### src/rtl/lead_one_normalizer.sv
// lead_one_normalizer
//
// Two-stage valid/ready pipeline that counts the leading zeros of a WIDTH-bit significand
// and left-shifts it so the leading 1 lands in the MSB.
//   S1: tree leading-zero count on in_sig; registers sig, lz, zero flag (and max shift).
//   S2: picks the shift, registers the shifted significand and result flags.
//
// Optional feature macro: NORM_SAT_EN
//   Defined   : shift = min(lz, in_max_shift), out_limited flags a clamped shift.
//   Undefined : shift = lz, out_limited tied 0, in_max_shift ignored.
//
// Ports:
//   clk, rst_n            clock, asynchronous active-low reset
//   in_valid/in_ready     input handshake; in_ready is combinational from out_ready
//   in_sig                significand to normalise
//   in_max_shift          largest shift allowed (exponent headroom), NORM_SAT_EN only
//   out_valid/out_ready   output handshake
//   out_sig               normalised significand
//   out_shift             shift applied
//   out_zero              input was all zeros
//   out_limited           shift was clamped by in_max_shift
module lead_one_normalizer #(
    parameter int unsigned WIDTH = 24,
    parameter int unsigned CNT_W = 5
) (
    input  logic             clk,
    input  logic             rst_n,
    input  logic             in_valid,
    output logic             in_ready,
    input  logic [WIDTH-1:0] in_sig,
    input  logic [CNT_W-1:0] in_max_shift,
    output logic             out_valid,
    input  logic             out_ready,
    output logic [WIDTH-1:0] out_sig,
    output logic [CNT_W-1:0] out_shift,
    output logic             out_zero,
    output logic             out_limited
);

    // Leaf count of the LZC tree; input is padded at the LSB end up to this size.
    localparam int unsigned LEAVES = 1 << CNT_W;

    logic             v1_q, v1_d;
    logic             v2_q, v2_d;
    logic             adv1, adv2;
    logic             s1_load, s2_load;

    logic [WIDTH-1:0] s1_sig_q;
    logic [CNT_W-1:0] s1_lz_q;
    logic             s1_zero_q;

    logic [WIDTH-1:0] out_sig_q, out_sig_d;
    logic [CNT_W-1:0] out_shift_q, out_shift_d;
    logic             out_zero_q;
    logic             limited_d;

    logic [LEAVES-1:0] sig_pad;
    logic [LEAVES-1:0] lzc_v;
    logic [CNT_W-1:0]  lzc_c [LEAVES];
    logic [CNT_W-1:0]  lz;
    logic              in_zero;

    // Handshake: an empty stage always accepts, so bubbles collapse.
    always_comb begin
        adv2     = !v2_q || out_ready;
        adv1     = !v1_q || adv2;
        in_ready = adv1;
        s1_load  = in_valid && adv1;
        s2_load  = v1_q && adv2;
        v1_d     = adv1 ? in_valid : v1_q;
        v2_d     = adv2 ? v1_q : v2_q;
    end

    // Low padding bits are zero, so they never change the count of a nonzero input.
    assign sig_pad = LEAVES'(in_sig) << (LEAVES - WIDTH);

    // Pairwise reduction tree, MSB-first node order. Node k at level s merges children
    // 2k (upper half) and 2k+1 (lower half); a miss in the upper half adds its size 2^s.
    // The count of node k is computed before its valid is overwritten (k may equal 2k).
    always_comb begin
        for (int k = 0; k < LEAVES; k++) begin
            lzc_v[k] = sig_pad[LEAVES-1-k];
            lzc_c[k] = '0;
        end
        for (int s = 0; s < CNT_W; s++) begin
            for (int k = 0; k < (LEAVES >> (s + 1)); k++) begin
                lzc_c[k] = lzc_v[2*k] ? lzc_c[2*k] : (lzc_c[2*k+1] | CNT_W'(1 << s));
                lzc_v[k] = lzc_v[2*k] | lzc_v[2*k+1];
            end
        end
        lz      = lzc_c[0];
        in_zero = !lzc_v[0];
    end

`ifdef NORM_SAT_EN
    logic [CNT_W-1:0] s1_max_q;
    logic             out_limited_q;

    always_ff @(posedge clk or negedge rst_n) begin
        if (!rst_n) begin
            s1_max_q      <= '0;
            out_limited_q <= 1'b0;
        end else begin
            if (s1_load) s1_max_q <= in_max_shift;
            if (s2_load) out_limited_q <= limited_d;
        end
    end

    always_comb begin
        out_shift_d = s1_zero_q ? '0 : s1_lz_q;
        limited_d   = 1'b0;
        // Clamp keeps the result partially unnormalised when exponent headroom runs out.
        if (!s1_zero_q && (s1_lz_q > s1_max_q)) begin
            out_shift_d = s1_max_q;
            limited_d   = 1'b1;
        end
        out_sig_d = s1_sig_q << out_shift_d;
    end

    assign out_limited = out_limited_q;
`else
    logic unused_max_shift;
    assign unused_max_shift = ^in_max_shift;

    always_comb begin
        out_shift_d = s1_zero_q ? '0 : s1_lz_q;
        limited_d   = 1'b0;
        out_sig_d   = s1_sig_q << out_shift_d;
    end

    assign out_limited = limited_d;
`endif

    // Data registers only move on stage advance so held outputs stay stable.
    always_ff @(posedge clk or negedge rst_n) begin
        if (!rst_n) begin
            v1_q        <= 1'b0;
            v2_q        <= 1'b0;
            s1_sig_q    <= '0;
            s1_lz_q     <= '0;
            s1_zero_q   <= 1'b0;
            out_sig_q   <= '0;
            out_shift_q <= '0;
            out_zero_q  <= 1'b0;
        end else begin
            v1_q <= v1_d;
            v2_q <= v2_d;
            if (s1_load) begin
                s1_sig_q  <= in_sig;
                s1_lz_q   <= lz;
                s1_zero_q <= in_zero;
            end
            if (s2_load) begin
                out_sig_q   <= out_sig_d;
                out_shift_q <= out_shift_d;
                out_zero_q  <= s1_zero_q;
            end
        end
    end

    assign out_valid = v2_q;
    assign out_sig   = out_sig_q;
    assign out_shift = out_shift_q;
    assign out_zero  = out_zero_q;

endmodule

### config.mk
export PLATFORM = sky130hd
export DESIGN_NAME = lead_one_normalizer
export DESIGN_NICKNAME = d
export VERILOG_FILES = /design/src/rtl/lead_one_normalizer.sv
export SDC_FILE = /design/constraint.sdc
export NUM_CORES = 1
export LEC_CHECK = 0
export CAP_MARGIN = 20
export CORE_MARGIN = 10
export CORE_UTILIZATION = 55
export CTS_CLUSTER_SIZE = 16
export DETAILED_ROUTE_END_ITERATION = 12
export DONT_BUFFER_PORTS = 1
export PLACE_DENSITY = 0.72
export SYNTH_ARGS = -nofsm -noshare
export SYNTH_HDL_FRONTEND = slang
export SYNTH_SLANG_ARGS = --single-unit
export TNS_END_PERCENT = 50
### constraint.sdc
create_clock -name clk -period 2.6 [get_ports clk]
set_input_delay 0.39 -clock clk [delete_from_list [all_inputs] [get_ports clk]]
set_output_delay 0.39 -clock clk [all_outputs]
set_load 0.03 [all_outputs]
# ---- Word-level counts from Yosys, hierarchy flattened
# Cells that the tools add are included.
# W data, S select, Z words.
dict set report word_totals {
  word_cells 64
  output_inout_bits 33
  ff_bits 62
}
dict set report classes {
  n_reduce_logical 7
  n_shift 1
  bitwise_logic 23
  mux 25
}
# op n
set op_table {}
lappend op_table {{$shl A24 B5 Y24} 1}
lappend op_table {{$or A1 B1 Y1} 23}
lappend op_table {{$mux W5} 3}
lappend op_table {{$mux W1} 12}
lappend op_table {{$mux W2} 6}
lappend op_table {{$mux W3} 3}
lappend op_table {{$mux W4} 1}
lappend op_table {{$logic_not A1 Y1} 3}
lappend op_table {{$logic_and A1 B1 Y1} 2}
lappend op_table {{$logic_or A1 B1 Y1} 2}

# ---- Logic depth before layout (Yosys ltp)
# Gate-level depths: netlist (run 1).
dict set report depth {
  depth_word 6
  depth_mapped 8
  depth_no_buf 5
}

# ---- Worst setup path after synthesis (run 1)
# No wires, ideal clock.
dict set report synth_path {
  path_type {register to register}
  start {register v2_q (netlist: out_valid)}
  end {register s1_sig_q[11]}
  period_less_slack_ps 2118
  arrival_ps 1993
  setup_slack_ps 482
  required_ps 2475
  stages_incl_launch_ff 6
  n_path_buf 1
  cell_sequence {dfrtp_1 nor2b_1 nand2_1 nand2_1 buf_2 mux2_2}
}
dict set report synth_via {
  elab_chain_cells 4
}
# item line_no
set synth_rtl {}
lappend synth_rtl {{from (decl)} 44} ;# logic v2_q, v2_d;
lappend synth_rtl {{from (signal assigned)} 147} ;# v2_q <= v2_d;
lappend synth_rtl {{$logic_not A1 Y1} 65} ;# adv2 = !v2_q || out_ready;
lappend synth_rtl {{$logic_or A1 B1 Y1} 65}
lappend synth_rtl {{$logic_or A1 B1 Y1} 66} ;# adv1 = !v1_q || adv2;
lappend synth_rtl {{named net in_ready} 29} ;# output logic in_ready,
lappend synth_rtl {{$logic_and A1 B1 Y1} 68} ;# s1_load = in_valid && adv1;
lappend synth_rtl {{to (signal assigned)} 149} ;# s1_sig_q <= in_sig;
lappend synth_rtl {{to (decl)} 48} ;# logic [WIDTH-1:0] s1_sig_q;
# The timed path passes the listed nets, and every way through them passes these cells.
# A chain may end at the register's enable or synchronous reset.

# ---- Worst setup path in the final report (run 1)
dict set report layout_path {
  start {register s1_lz_q[1]}
  end {register out_sig_q[22] (netlist: out_sig[22])}
}
dict set report layout_via {
  elab_chain_cells 2
}
# item line_no
set layout_rtl {}
lappend layout_rtl {{from (decl)} 49} ;# logic [CNT_W-1:0] s1_lz_q;
lappend layout_rtl {{from (signal assigned)} 150} ;# s1_lz_q <= lz;
lappend layout_rtl {{$mux W5} 126} ;# out_shift_d = s1_zero_q ? '0 : s1_lz_q;
lappend layout_rtl {{$shl A24 B5 Y24} 128} ;# out_sig_d = s1_sig_q << out_shift_d;
lappend layout_rtl {{to (signal assigned)} 154} ;# out_sig_q <= out_sig_d;
lappend layout_rtl {{to (decl)} 52} ;# logic [WIDTH-1:0] out_sig_q, out_sig_d;
# No other way between the ends.

==> results by stage, run 1 <==
Status:
- The flow ran to the end, and the final reports show no timing, DRC or antenna violations.

Synthesis:
- The top-area cell type share of the netlist area is 0.414.
- For this run, the register share of the synthesized area comes to 0.414.
- Yosys mapped a number of flops with a built-in enable equal to 0.
- The mean area per synthesized cell is 10.4 µm².
- The number of nets in the synthesized netlist is 393.
- Sorting the synthesized cells by area gives the leading types as sky130_fd_sc_hd__dfrtp_1 41%, sky130_fd_sc_hd__mux4_2 7.2%, sky130_fd_sc_hd__mux2_2 6.9%.
- The cell area that synthesis handed to floorplanning was 3750 µm².
- During synthesis, Yosys emitted a total of 0 warnings.
- The biggest area consumer among synthesized cells is sky130_fd_sc_hd__dfrtp_1.
- The count of unique library cells instantiated by Yosys is 57.
- In the synthesized netlist the async set-or-reset flop fraction comes to 1.00.
- The count of mapped cells out of synthesis is 360.
- For this run, the leading register cell type out of synthesis is sky130_fd_sc_hd__dfrtp_1.
- Counting flops and latches in the post-synthesis netlist gives 62.

Timing:
- Between clock sinks in the finished design, the worst skew comes to 0.00969 ns.
- The total count of hold-check failures in the final report was 0.
- The number of failing setup endpoints in the final timing report is 0.
- The final critical-path setup slack is 0.384 ns.
- Setup repair after global routing left no endpoint under its margin.
- The setup TNS is 0 ns.
- The smallest clock period supported by the final layout is computed as 2.22 ns.
- The worst-case headroom to the max-slew limit is 0.404.
- The slew of the pin with the lowest slew margin is 0.887 ns.
- In the finished design, the share of the clock period the worst path needs comes to 0.852.
- The max-slew violation count was 0.
- The maximum operating frequency is 451 MHz.

Cells and area:
- In the final layout, the share of cells above drive strength 1 is 0.185.
- The footprint of the multi-input gates is 2020 µm².
- The net count of the finished layout is 391.
- The storage element area is 1550 µm².
- The final instance count without filler cells is 443.
- Counting the fill cells in the layout gives 569.
- From synthesis to final layout, the design area changed by 7.74%.
- The number of antenna cells inserted is 0.

Detailed routing:
- For this block, the initial DRC count from the detailed router was 188.
- The detailed-route DRC error count is 0.
- The count of nets left with antenna violations after detail routing is 0.
- Before antenna repair, the detailed router went through 4 iterations.
- The routed wire length is 9750 µm.
- The via-per-instance ratio is 6.65.
- The routed length per placed instance is 22.0 µm.
- The via count is 2945.

Floorplanning:
- The initial utilization of the core area, before any placement, comes to 0.558.
- The floorplan step defined a die boundary enclosing 10500 µm².
- In this run the core area contains 30 standard-cell rows.
- The die boundary width is 103 µm.
- The vertical die dimension is 103 µm.
- 66 I/O pins were placed.
- After floorplanning, the core was sized to cover 6720 µm².

CTS:
- The cts-stage hold buffer count is 2.
- The root buffer cell chosen for the clock tree is sky130_fd_sc_hd__clkbuf_8.
- The sink count of the clock tree is 62.
- The clock input transition at the sequential cells of the worst setup and hold paths is 0.07 ns.
- TritonCTS built the clock tree.
- The H-tree generated during clock tree synthesis spans 3 levels.
- Buffers inserted during clock tree synthesis total 9.
- The latest clock arrival within the worst-skew pair is 0.34 ns.
- The longest clock path from root to sink contains 2 buffers.
- In this run, post-CTS repair resized a total of 0 instances.
- In this run the post-CTS setup repair buffer count came out at 0.

Min path:
- Along the worst hold path, the cell count comes to 1.
- The tightest min-delay check is of the input pin to register type.

Setup path:
- STA classifies the critical path startpoint as a register.
- The slowest stage of the critical path is the sky130_fd_sc_hd__dfrtp_1 cell.
- The data arrival time at the worst-slack endpoint is 2.41 ns.
- Across all register-to-register paths, the minimum setup slack is 0.38 ns.
- The most critical setup path has its endpoint at out_sig[22].
- The worst flop-to-flop path startpoint is s1_lz_q[1].
- The endpoint type of the worst setup path is a register.
- The signal on the critical path passes through nor2b_1 > buf_4 > mux4_2 > mux2i_1 > o221ai_1.
- Of all nets on the critical path, the largest fanout is 20.
- The category of the critical setup timing path is register to register.
- The end of the worst register-to-register path is out_sig[22].
- The highest cell delay on the worst timing path is 0.60 ns.
- The critical path data required time is 2.79 ns.
- Measured in cells, the most critical reg-to-reg path has a length of 5.
- In this run the worst setup path begins at s1_lz_q[1].

Placed design:
- The routability congestion estimate from global placement is 0.906.
- The half-perimeter wire length after placement is 7370 µm.
- The number of placed instances, taps included is 425.
- Prior to clock tree synthesis, the placed netlist has a worst setup slack of 0.422 ns.
- Buffers placed on the I/O ports in this run total 0.

Pwr:
- The maximum ir drop on the vdd rail is 0.398 mV.
- The power per cell area is 820 nW/µm².
- In this run the static leakage power is 1.63 nW.
- The post-route total power is 3.31 mW.

Global routing:
- The number of global-route vias before repair came to 2889.
- The global-route usage over all layers is 0.190.
- The number of antenna violations at the first check in global routing is 0.
- The final global-route overflow total is 0.
- The wire length of the first global-routing pass is 15400 µm.
- Entering global routing, the biggest net connects 63 pins.

Job:
- The max capacitance violation total is 0.
==> layout by cell type, fill, tap and decap left out, types with 6 or more instances in the layout <==
cell,Yosys,final
sky130_fd_sc_hd__a21oi_1,19,19
sky130_fd_sc_hd__a22oi_1,11,11
sky130_fd_sc_hd__a32oi_1,6,6
sky130_fd_sc_hd__buf_4,2,11
sky130_fd_sc_hd__clkbuf_8,0,10
sky130_fd_sc_hd__dfrtp_1,62,62
sky130_fd_sc_hd__inv_1,9,9
sky130_fd_sc_hd__mux2_2,23,23
sky130_fd_sc_hd__mux2i_1,17,17
sky130_fd_sc_hd__mux4_2,12,12
sky130_fd_sc_hd__nand2_1,39,39
sky130_fd_sc_hd__nor2_1,14,14
sky130_fd_sc_hd__nor2b_1,11,11
sky130_fd_sc_hd__o21ai_0,22,22
sky130_fd_sc_hd__o221ai_1,7,7
==> where the power goes <==
| group | switching (mW) | internal, mW |
|---|---|---|
| clock network | 0.358 | 0.567 |
| registers | 0.468 | 1.15 |
| logic | 0.399 | 0.370 |
| total | 1.22 | 2.09 |
==> stage by stage <==
stage / utilization / cell area (µm²) / hold slack (ns)
after floorplan: - / 3750 / 0.0944
after global placement: 0.564 / 3790 / 0.0968
after detailed placement: 0.564 / 3790 / 0.0967
after CTS: 0.601 / 4040 / 0.134
after global routing: 0.601 / 4040 / 0.136
final: 0.601 / 4040 / 0.144
==> kinds of logic after synthesis <==
family	Yosys count	synth area share
compound gates	109	0.207
simple gates	101	0.143
flops	62	0.414
mux	52	0.186
buf+inv	35	0.0480
other cells	1	0.00100
==> worst min-delay path by stage <==
stage	to	slack (ns)	from
2_1_floorplan	out_shift[0]	0.09	rst_n
3_3_place_gp	out_sig[3]	0.1	rst_n
3_5_place_dp	out_sig[3]	0.1	rst_n
4_1_cts	s1_lz_q[1]	0.13	in_sig[23]
5_1_grt	s1_lz_q[1]	0.14	in_sig[23]
6_report	s1_lz_q[1]	0.14	in_sig[23]
==> synth_stat cells (2+ instances only) <==
cell,n
sky130_fd_sc_hd__nand4b_1,2
sky130_fd_sc_hd__o31ai_1,3
sky130_fd_sc_hd__o22a_1,2
sky130_fd_sc_hd__o211ai_1,5
sky130_fd_sc_hd__nand3_1,4
sky130_fd_sc_hd__mux2i_1,17
sky130_fd_sc_hd__nor4_2,2
sky130_fd_sc_hd__nor2_1,14
sky130_fd_sc_hd__mux2_2,23
sky130_fd_sc_hd__a31oi_1,2
sky130_fd_sc_hd__o311ai_0,2
sky130_fd_sc_hd__a21oi_1,19
sky130_fd_sc_hd__a211oi_1,3
sky130_fd_sc_hd__or3_1,4
sky130_fd_sc_hd__nor3b_1,2
sky130_fd_sc_hd__nor3_1,5
sky130_fd_sc_hd__a41oi_1,2
sky130_fd_sc_hd__o32a_1,2
sky130_fd_sc_hd__buf_6,4
sky130_fd_sc_hd__o31a_1,3
sky130_fd_sc_hd__a32oi_1,6
sky130_fd_sc_hd__o21ai_0,22
sky130_fd_sc_hd__mux4_2,12
sky130_fd_sc_hd__dfrtp_1,62
sky130_fd_sc_hd__nand2b_1,5
sky130_fd_sc_hd__buf_4,2
sky130_fd_sc_hd__clkbuf_1,10
sky130_fd_sc_hd__a22o_1,5
sky130_fd_sc_hd__o221ai_1,7
sky130_fd_sc_hd__nor4_1,4
sky130_fd_sc_hd__inv_1,9
sky130_fd_sc_hd__nor2b_1,11
sky130_fd_sc_hd__a211o_1,4
sky130_fd_sc_hd__and2_1,2
sky130_fd_sc_hd__buf_2,9
sky130_fd_sc_hd__nand2_1,39
sky130_fd_sc_hd__a22oi_1,11
==> worst max-delay path: cells and delay by family, from the launching register on <==
| family | cells | cell delay [ns] |
|---|---|---|
| multiplexers | 2 | 0.80 |
| AND/OR/NAND/NOR | 1 | 0.22 |
| buffers and inverters | 1 | 0.29 |
| flip-flops | 1 | 0.60 |
| AO/OA/AOI/OAI | 1 | 0.16 |
==> flip-flops by register name, summed over array words and instances, names as in the netlist <==
name,flops
out_valid,1
s1_sig_q,24
s1_lz_q,5
s1_zero_q,1
out_zero,1
v1_q,1
out_sig,24
out_shift,5
==> layer usage <==
layer  vias up  track usage  wire length [µm]
met3        20       0.0690              1130
met4         0       0.0900               252
met2       119        0.287              4350
met5         -            0                 0
met1      1436        0.237              4010
li1       1370            -                 -
==> layout make-up <==
class,count,share of cell area
flip-flops and latches,62,0.384
well taps,80,0.0248
clock buffers,13,0.0368
repair buffers,13,0.0297
multi-input cells,263,0.500
inverters,9,0.00836
clock inverters,3,0.0167
No activity file was read; power rests on OpenSTA's default activity.
==> run 2: changes to the inputs <==
- GPL_ROUTABILITY_DRIVEN: not set -> 0
==> results by stage, run 2 (same netlist as run 1, synthesis figures left out) <==
Floorplanning:
- The I/O pin total is 66.
- From bottom edge to top edge, the die measures 103 µm.
- The die boundary width is 103 µm.
- The initialized floorplan defines 30 standard-cell rows.
- The overall die area is 10500 µm².
- The effective utilization at floorplan is 0.558.
- The core region is 6720 µm².

Cells and area:
- The net count of the finished layout is 389.
- In the final layout, flip-flops and latches occupy 1550 µm².
- Leaving out fill and tap cells, the most frequent cell in the layout is sky130_fd_sc_hd__dfrtp_1.
- The number of antenna cells inserted is 0.
- The footprint of the multi-input gates is 2020 µm².
- The fraction of layout cells with a size suffix above 1 is 0.188.
- The top cell types in the final layout, fill and taps aside, are 62 x sky130_fd_sc_hd__dfrtp_1, 39 x sky130_fd_sc_hd__nand2_1, 23 x sky130_fd_sc_hd__mux2_2.
- The area growth from synthesis to layout is 7.77%.
- The number of fill cells is 572.

Detailed routing:
- The via-per-instance ratio is 6.74.
- The routed length per placed instance is 21.5 µm.
- The number of detailed-route iterations in the first pass is 5.
- Across all layers, the routed design uses 2974 vias.
- Once detail routing completed, the nets flagged for antenna violations numbered 0.
- The detailed-route DRC error count is 0.
- Summed over all layers, the routed wires come to 9470 µm.
- After the first detailed-routing iteration, the DRC count stood at 255.

Job:
- The max capacitance violation total is 0.

CTS:
- The H-tree was split into 3 levels.
- The number of clock buffers inserted by TritonCTS is 9.
- In this run the deepest clock path goes through 2 buffers.
- After clock tree synthesis, the clock-pin slew on the worst setup and hold paths is 0.07 ns.
- After clock tree synthesis, the setup repair step added 0 buffers.
- The latest clock arrival within the worst-skew pair is 0.35 ns.
- CTS saw 62 sinks.
- The buffer type at the clock tree root is sky130_fd_sc_hd__clkbuf_8.
- The TritonCTS clock tree is yes.

Setup path:
- Across all register-to-register paths, the minimum setup slack is 0.43 ns.
- The end of the worst register-to-register path is out_sig[10].
- The worst setup path is launched from a register.
- The critical path data required time is 2.81 ns.
- STA classifies the critical path endpoint as a register.
- For the worst setup path, the data arrival time is 2.39 ns.
- Counting cells, the worst reg-to-reg path comes to 5.
- The worst flop-to-flop path startpoint is s1_lz_q[1].
- The category of the critical setup timing path is register to register.
- In this run the worst path has a maximum fanout of 23.

Timing:
- The maximum operating frequency is 460 MHz.
- Setup violations remaining at the end of the flow were counted as 0.
- The final critical-path share of the clock period is 0.836.
- On the final layout, the worst clock skew is 0.00924 ns.
- The max-slew violation count is 0.
- The worst hold margin is 0.142 ns.
- At the pin with the least slew margin, the transition time is 0.930 ns.
- Adding up every negative setup slack in the final design gives 0 ns.
- The final period demand of the worst path is 2.17 ns.
- In this run the tightest slew margin relative to its limit is 0.375.
- Setup repair after global routing left no endpoint under its margin.
- The total count of hold-check failures in the final report is 0.

Min path:
- In this run the worst hold path is classified as input pin to register.
- The worst hold path cell count is 1.
- The terminating pin of the worst hold path is s1_lz_q[1].
- The startpoint identified for the worst hold timing path is in_sig[23].

Global routing:
- The first global-routing pass estimated 15100 µm of wire.
- The number of global-route vias before repair came to 2808.
- The number of antenna violations at the first check in global routing came to 0.
- Entering global routing, the biggest net connects 63 pins.
- For this run the aggregate overflow at the end of global routing stands at 0.
- Across every metal layer, demand over resource in global routing totals 0.185.

Pwr:
- After layout, the design draws a total of 3.35 mW.
- Summed over all cells, the static leakage comes to 1.63 nW.
- Power spread over the standard cell area amounts to 829 nW/µm².
- The maximum ir drop on the vdd rail is 0.656 mV.

Placed design:
- During placement, the flow inserted port buffers numbering 0.
- The half-perimeter wire length after placement is 7160 µm.

Status:
- The run finished with clean final reports.
## run 2: changes by cell type in the layout (fill, tap and decap cells not counted), sizes merged
| cell | before | now |
|---|---|---|
| clkinv | 0 | 2 |
| buf | 12 | 10 |
| clkbuf | 13 | 11 |
## run 2: worst max-delay path by stage
stage                     slack (ns)            to  startpoint  cells past startpoint
after floorplan                 0.48  s1_sig_q[11]   out_valid                      5
after global placement          0.49   out_sig[12]   s1_zero_q                      5
after detailed placement        0.44   out_sig[10]  s1_lz_q[1]                      5
after CTS                       0.43   out_sig[10]  s1_lz_q[1]                      5
after global routing            0.28   out_sig[16]   s1_zero_q                      4
final                           0.43   out_sig[10]  s1_lz_q[1]                      5
## run 2: power breakdown
part | leakage (nW) | switching [mW] | internal [mW]
combinational | 0.746 | 0.389 | 0.366
sequential | 0.767 | 0.468 | 1.15
clock | 0.116 | 0.386 | 0.591
total | 1.63 | 1.24 | 2.11
## run 2: final cells by class
type | instances | share of cell area
clock buffers | 11 | 0.0374
clock inverters | 5 | 0.0201
inverters | 9 | 0.00836
multi-input cells | 263 | 0.500
flip-flops and latches | 62 | 0.384
well taps | 80 | 0.0248
repair buffers | 11 | 0.0260
## run 2: per-layer routing
layer,up-vias,global-route usage,share of wire
li1,1383,-,-
met1,1436,0.239,0.43
met2,131,0.263,0.43
met3,24,0.0764,0.11
met4,0,0.0857,0.029
met5,-,0,0
## run 2: critical path, cell delays in order, from the launching register on
cell and delay [ns]:
sky130_fd_sc_hd__dfrtp_1 0.59, sky130_fd_sc_hd__nor2b_1 0.18, sky130_fd_sc_hd__buf_4 0.29, sky130_fd_sc_hd__mux4_2 0.56
sky130_fd_sc_hd__a22oi_1 0.28, sky130_fd_sc_hd__o21ai_0 0.13
## run 2: timing repair
item / CTS / global route
gates resized for setup: 0 / 0
hold endpoints to repair: 62 / 0
hold buffers: 2 / 0
setup endpoints to repair: 0 / 0
## run 2: per-stage QoR
step / instance area, µm² / setup slack, ns / utilization / cells
CTS: 4040 / 0.429 / 0.602 / 441
global route: 4040 / 0.280 / 0.602 / 441
finish: 4040 / 0.425 / 0.602 / 441
global placement: 3770 / 0.486 / 0.561 / 423
floorplan: 3750 / 0.482 / - / 360
detailed placement: 3770 / 0.436 / 0.561 / 423
==> run 3: changes to the inputs <==
- PLACE_DENSITY: 0.72 -> 0.75
- clock period: 2.6 -> 2 ns (I/O delays scaled with it)
==> results by stage, run 3 (same netlist as run 1, synthesis figures left out) <==
Status:
- The flow ran to the end, and the final reports show no timing, DRC or antenna violations.

Min path:
- Counting instances, the worst hold path has a depth of 1.
- The origin of the worst min-delay path is in_sig[23].
- The path with the worst hold slack has its endpoint at s1_lz_q[1].
- In this run the worst hold path is classified as input pin to register.

Job:
- Across the run, the number of max-cap violations was 0.

Setup path:
- Data arrives at the worst endpoint at 2.12 ns.
- The depth of the most critical reg-to-reg path is 5.
- The slowest cell on the critical path is sky130_fd_sc_hd__mux4_2.
- In this run the critical register-to-register path is launched from s1_zero_q.
- The kind of cell with the highest combined delay on the critical path is multiplexers.
- The critical path goes through nor2b_2 > buf_12 > mux4_2 > a22oi_1 > o211ai_1.
- The nature of the critical path startpoint is a register.
- The critical path data required time is 2.22 ns.
- The end of the worst register-to-register path is out_sig[18].
- The setup slack of the most critical reg-to-reg path is 0.1 ns.
- The setup path with the least slack is of type register to register.
- The endpoint type of the worst setup path is a register.
- The largest single stage delay on the critical path is 0.57 ns.
- In this run the worst path has a maximum fanout of 23.
- The number of buffer and inverter instances along the worst setup path is 1.

Detailed routing:
- After detailed routing, the number of remaining DRC violations is 0.
- The via count is 3053.
- For this block, the initial DRC count from the detailed router was 220.
- The first detailed-routing pass ran for 5 iterations.
- The routed wire length is 9680 µm.
- Dividing the detail-routed via count by the number of cells gives 6.58.
- The routed length per placed instance is 20.9 µm.
- Once detail routing completed, the nets flagged for antenna violations numbered 0.

CTS:
- The setup fix buffers added after clock tree synthesis is 0.
- The clock input transition at the sequential cells of the worst setup and hold paths is 0.07 ns.
- No sink is reached through more buffers than the 2 on the longest clock path.
- For this design, the sink count on the clock tree is 62.
- TritonCTS created 9 clock buffers.
- The TritonCTS clock tree is yes.
- The latest clock arrival within the worst-skew pair is 0.35 ns.
- In this run the number of H-tree levels came out at 3.
- The buffer type at the clock tree root is sky130_fd_sc_hd__clkbuf_8.

Cells and area:
- In the final layout, flip-flops and latches occupy 1550 µm².
- The footprint of the multi-input gates is 2060 µm².
- The finished cells cover 4280 µm².
- Leaving out fill and tap cells, the most frequent cell in the layout is sky130_fd_sc_hd__dfrtp_1.
- The layout-stage area growth over the synthesis result is 14.1%.
- The number of antenna cells inserted is 0.
- The net count of the finished layout is 412.
- The library cells used most frequently in the layout, excluding fill and tap cells, are 61 x sky130_fd_sc_hd__dfrtp_1, 37 x sky130_fd_sc_hd__nand2_1, 28 x sky130_fd_sc_hd__buf_4.
- The number of fill cells is 516.
- The fraction of layout cells with a size suffix above 1 is 0.268.

Floorplanning:
- The core outline area is 6720 µm².
- The floorplan step set the die width to 103 µm.
- For this configuration, the core starts out at a cell density of 0.558.
- During I/O placement, the number of pins put on the boundary was 66.
- The overall die area is 10500 µm².
- The number of placement rows is 30.
- Measured along the y axis, the die boundary spans 103 µm.

Timing:
- The max-slew violation count is 0.
- The final period demand of the worst path is 1.90 ns.
- The setup skew after layout is 0.00835 ns.
- Headroom to the max-slew limit came out at 0.621.
- The maximum operating frequency is 526 MHz.
- At the pin with the least slew margin, the transition time is 0.560 ns.
- Setup violations remaining at the end of the flow were counted as 0.
- Setup repair after global routing left no endpoint under its margin.
- For the final routed database, the setup TNS stands at 0 ns.
- In the finished design, the share of the clock period the worst path needs comes to 0.950.
- The total count of hold-check failures in the final report is 0.

Pwr:
- In this run the static leakage power is 1.75 nW.
- The maximum ir drop on the vdd rail is 0.477 mV.
- Power spread over the standard cell area amounts to 1030 nW/µm².

Placed design:
- The cell area after placement is 3990 µm².
- The port buffer count is 0.
- The half-perimeter wire length after placement is 7440 µm.

Global routing:
- For this run, the total global-route usage over all layers was measured as 0.189.
- The first global-routing pass estimated 15400 µm of wire.
- Entering global routing, the biggest net connects 63 pins.
- The number of global-route vias before repair is 3015.
- The total overflow left after global routing is 0.
- The number of antenna violations at the first check in global routing came to 0.
-- run 3: repair_timing --
| action | CTS | global route |
|---|---|---|
| endpoints found under the hold margin | 62 | 0 |
| hold buffers | 2 | 0 |
| setup endpoints to repair | 0 | 18 |
| resized for setup | 0 | 13 |
-- run 3: worst reg2reg max path, stage by stage (launching register included) --
cell	delay (ns)
sky130_fd_sc_hd__dfrtp_2	0.47
sky130_fd_sc_hd__nor2b_2	0.18
sky130_fd_sc_hd__buf_12	0.19
sky130_fd_sc_hd__mux4_2	0.58
sky130_fd_sc_hd__a22oi_1	0.23
sky130_fd_sc_hd__o211ai_1	0.13
-- run 3: final cells by class --
cell class | instances | share of cell area
inverter | 9 | 0.00789
multi-input combinational | 263 | 0.482
clock buffer | 10 | 0.0298
sequential | 62 | 0.363
timing repair buffer | 34 | 0.0745
tap | 80 | 0.0234
clock inverter | 6 | 0.0202
-- run 3: metal layers --
layer	track usage	wire, µm	vias to the layer above
li1	-	-	1421
met1	0.231	4070	1502
met2	0.283	4290	109
met3	0.0724	1020	21
met4	0.103	304	0
met5	0	0	-
-- run 3: worst max-delay path by stage --
| stage | from | endpoint | slack (ns) | cells past startpoint |
|---|---|---|---|---|
| 2_1_floorplan | out_valid | s1_sig_q[11] | 0.07 | 5 |
| 4_1_cts | s1_zero_q | out_sig[21] | 0.007 | 6 |
| 5_1_grt | s1_zero_q | out_sig[20] | 0.005 | 5 |
| 6_report | s1_zero_q | out_sig[18] | 0.1 | 5 |
| 3_5_place_dp | s1_zero_q | out_sig[22] | 0.03 | 6 |
| 3_3_place_gp | s1_zero_q | out_sig[21] | 0.04 | 6 |
-- run 3: power by group --
part | internal, mW | leakage (nW) | total (mW) | switching, mW
registers | 1.49 | 0.765 | 2.09 | 0.598
clock network | 0.699 | 0.106 | 1.20 | 0.498
logic | 0.570 | 0.880 | 1.13 | 0.564
-- run 3: stage by stage --
stage	utilization	setup slack [ns]	total power, mW	std cells	hold WS [ns]
final	0.637	0.100	4.42	464	0.0378
after global routing	0.637	0.00545	4.65	464	0.0435
after CTS	0.631	0.00679	4.41	464	0.0321
after detailed placement	0.593	0.0325	3.19	446	0.00654
after global placement	0.593	0.0414	3.15	446	0.00702
after floorplan	-	0.0710	2.83	360	0.00441
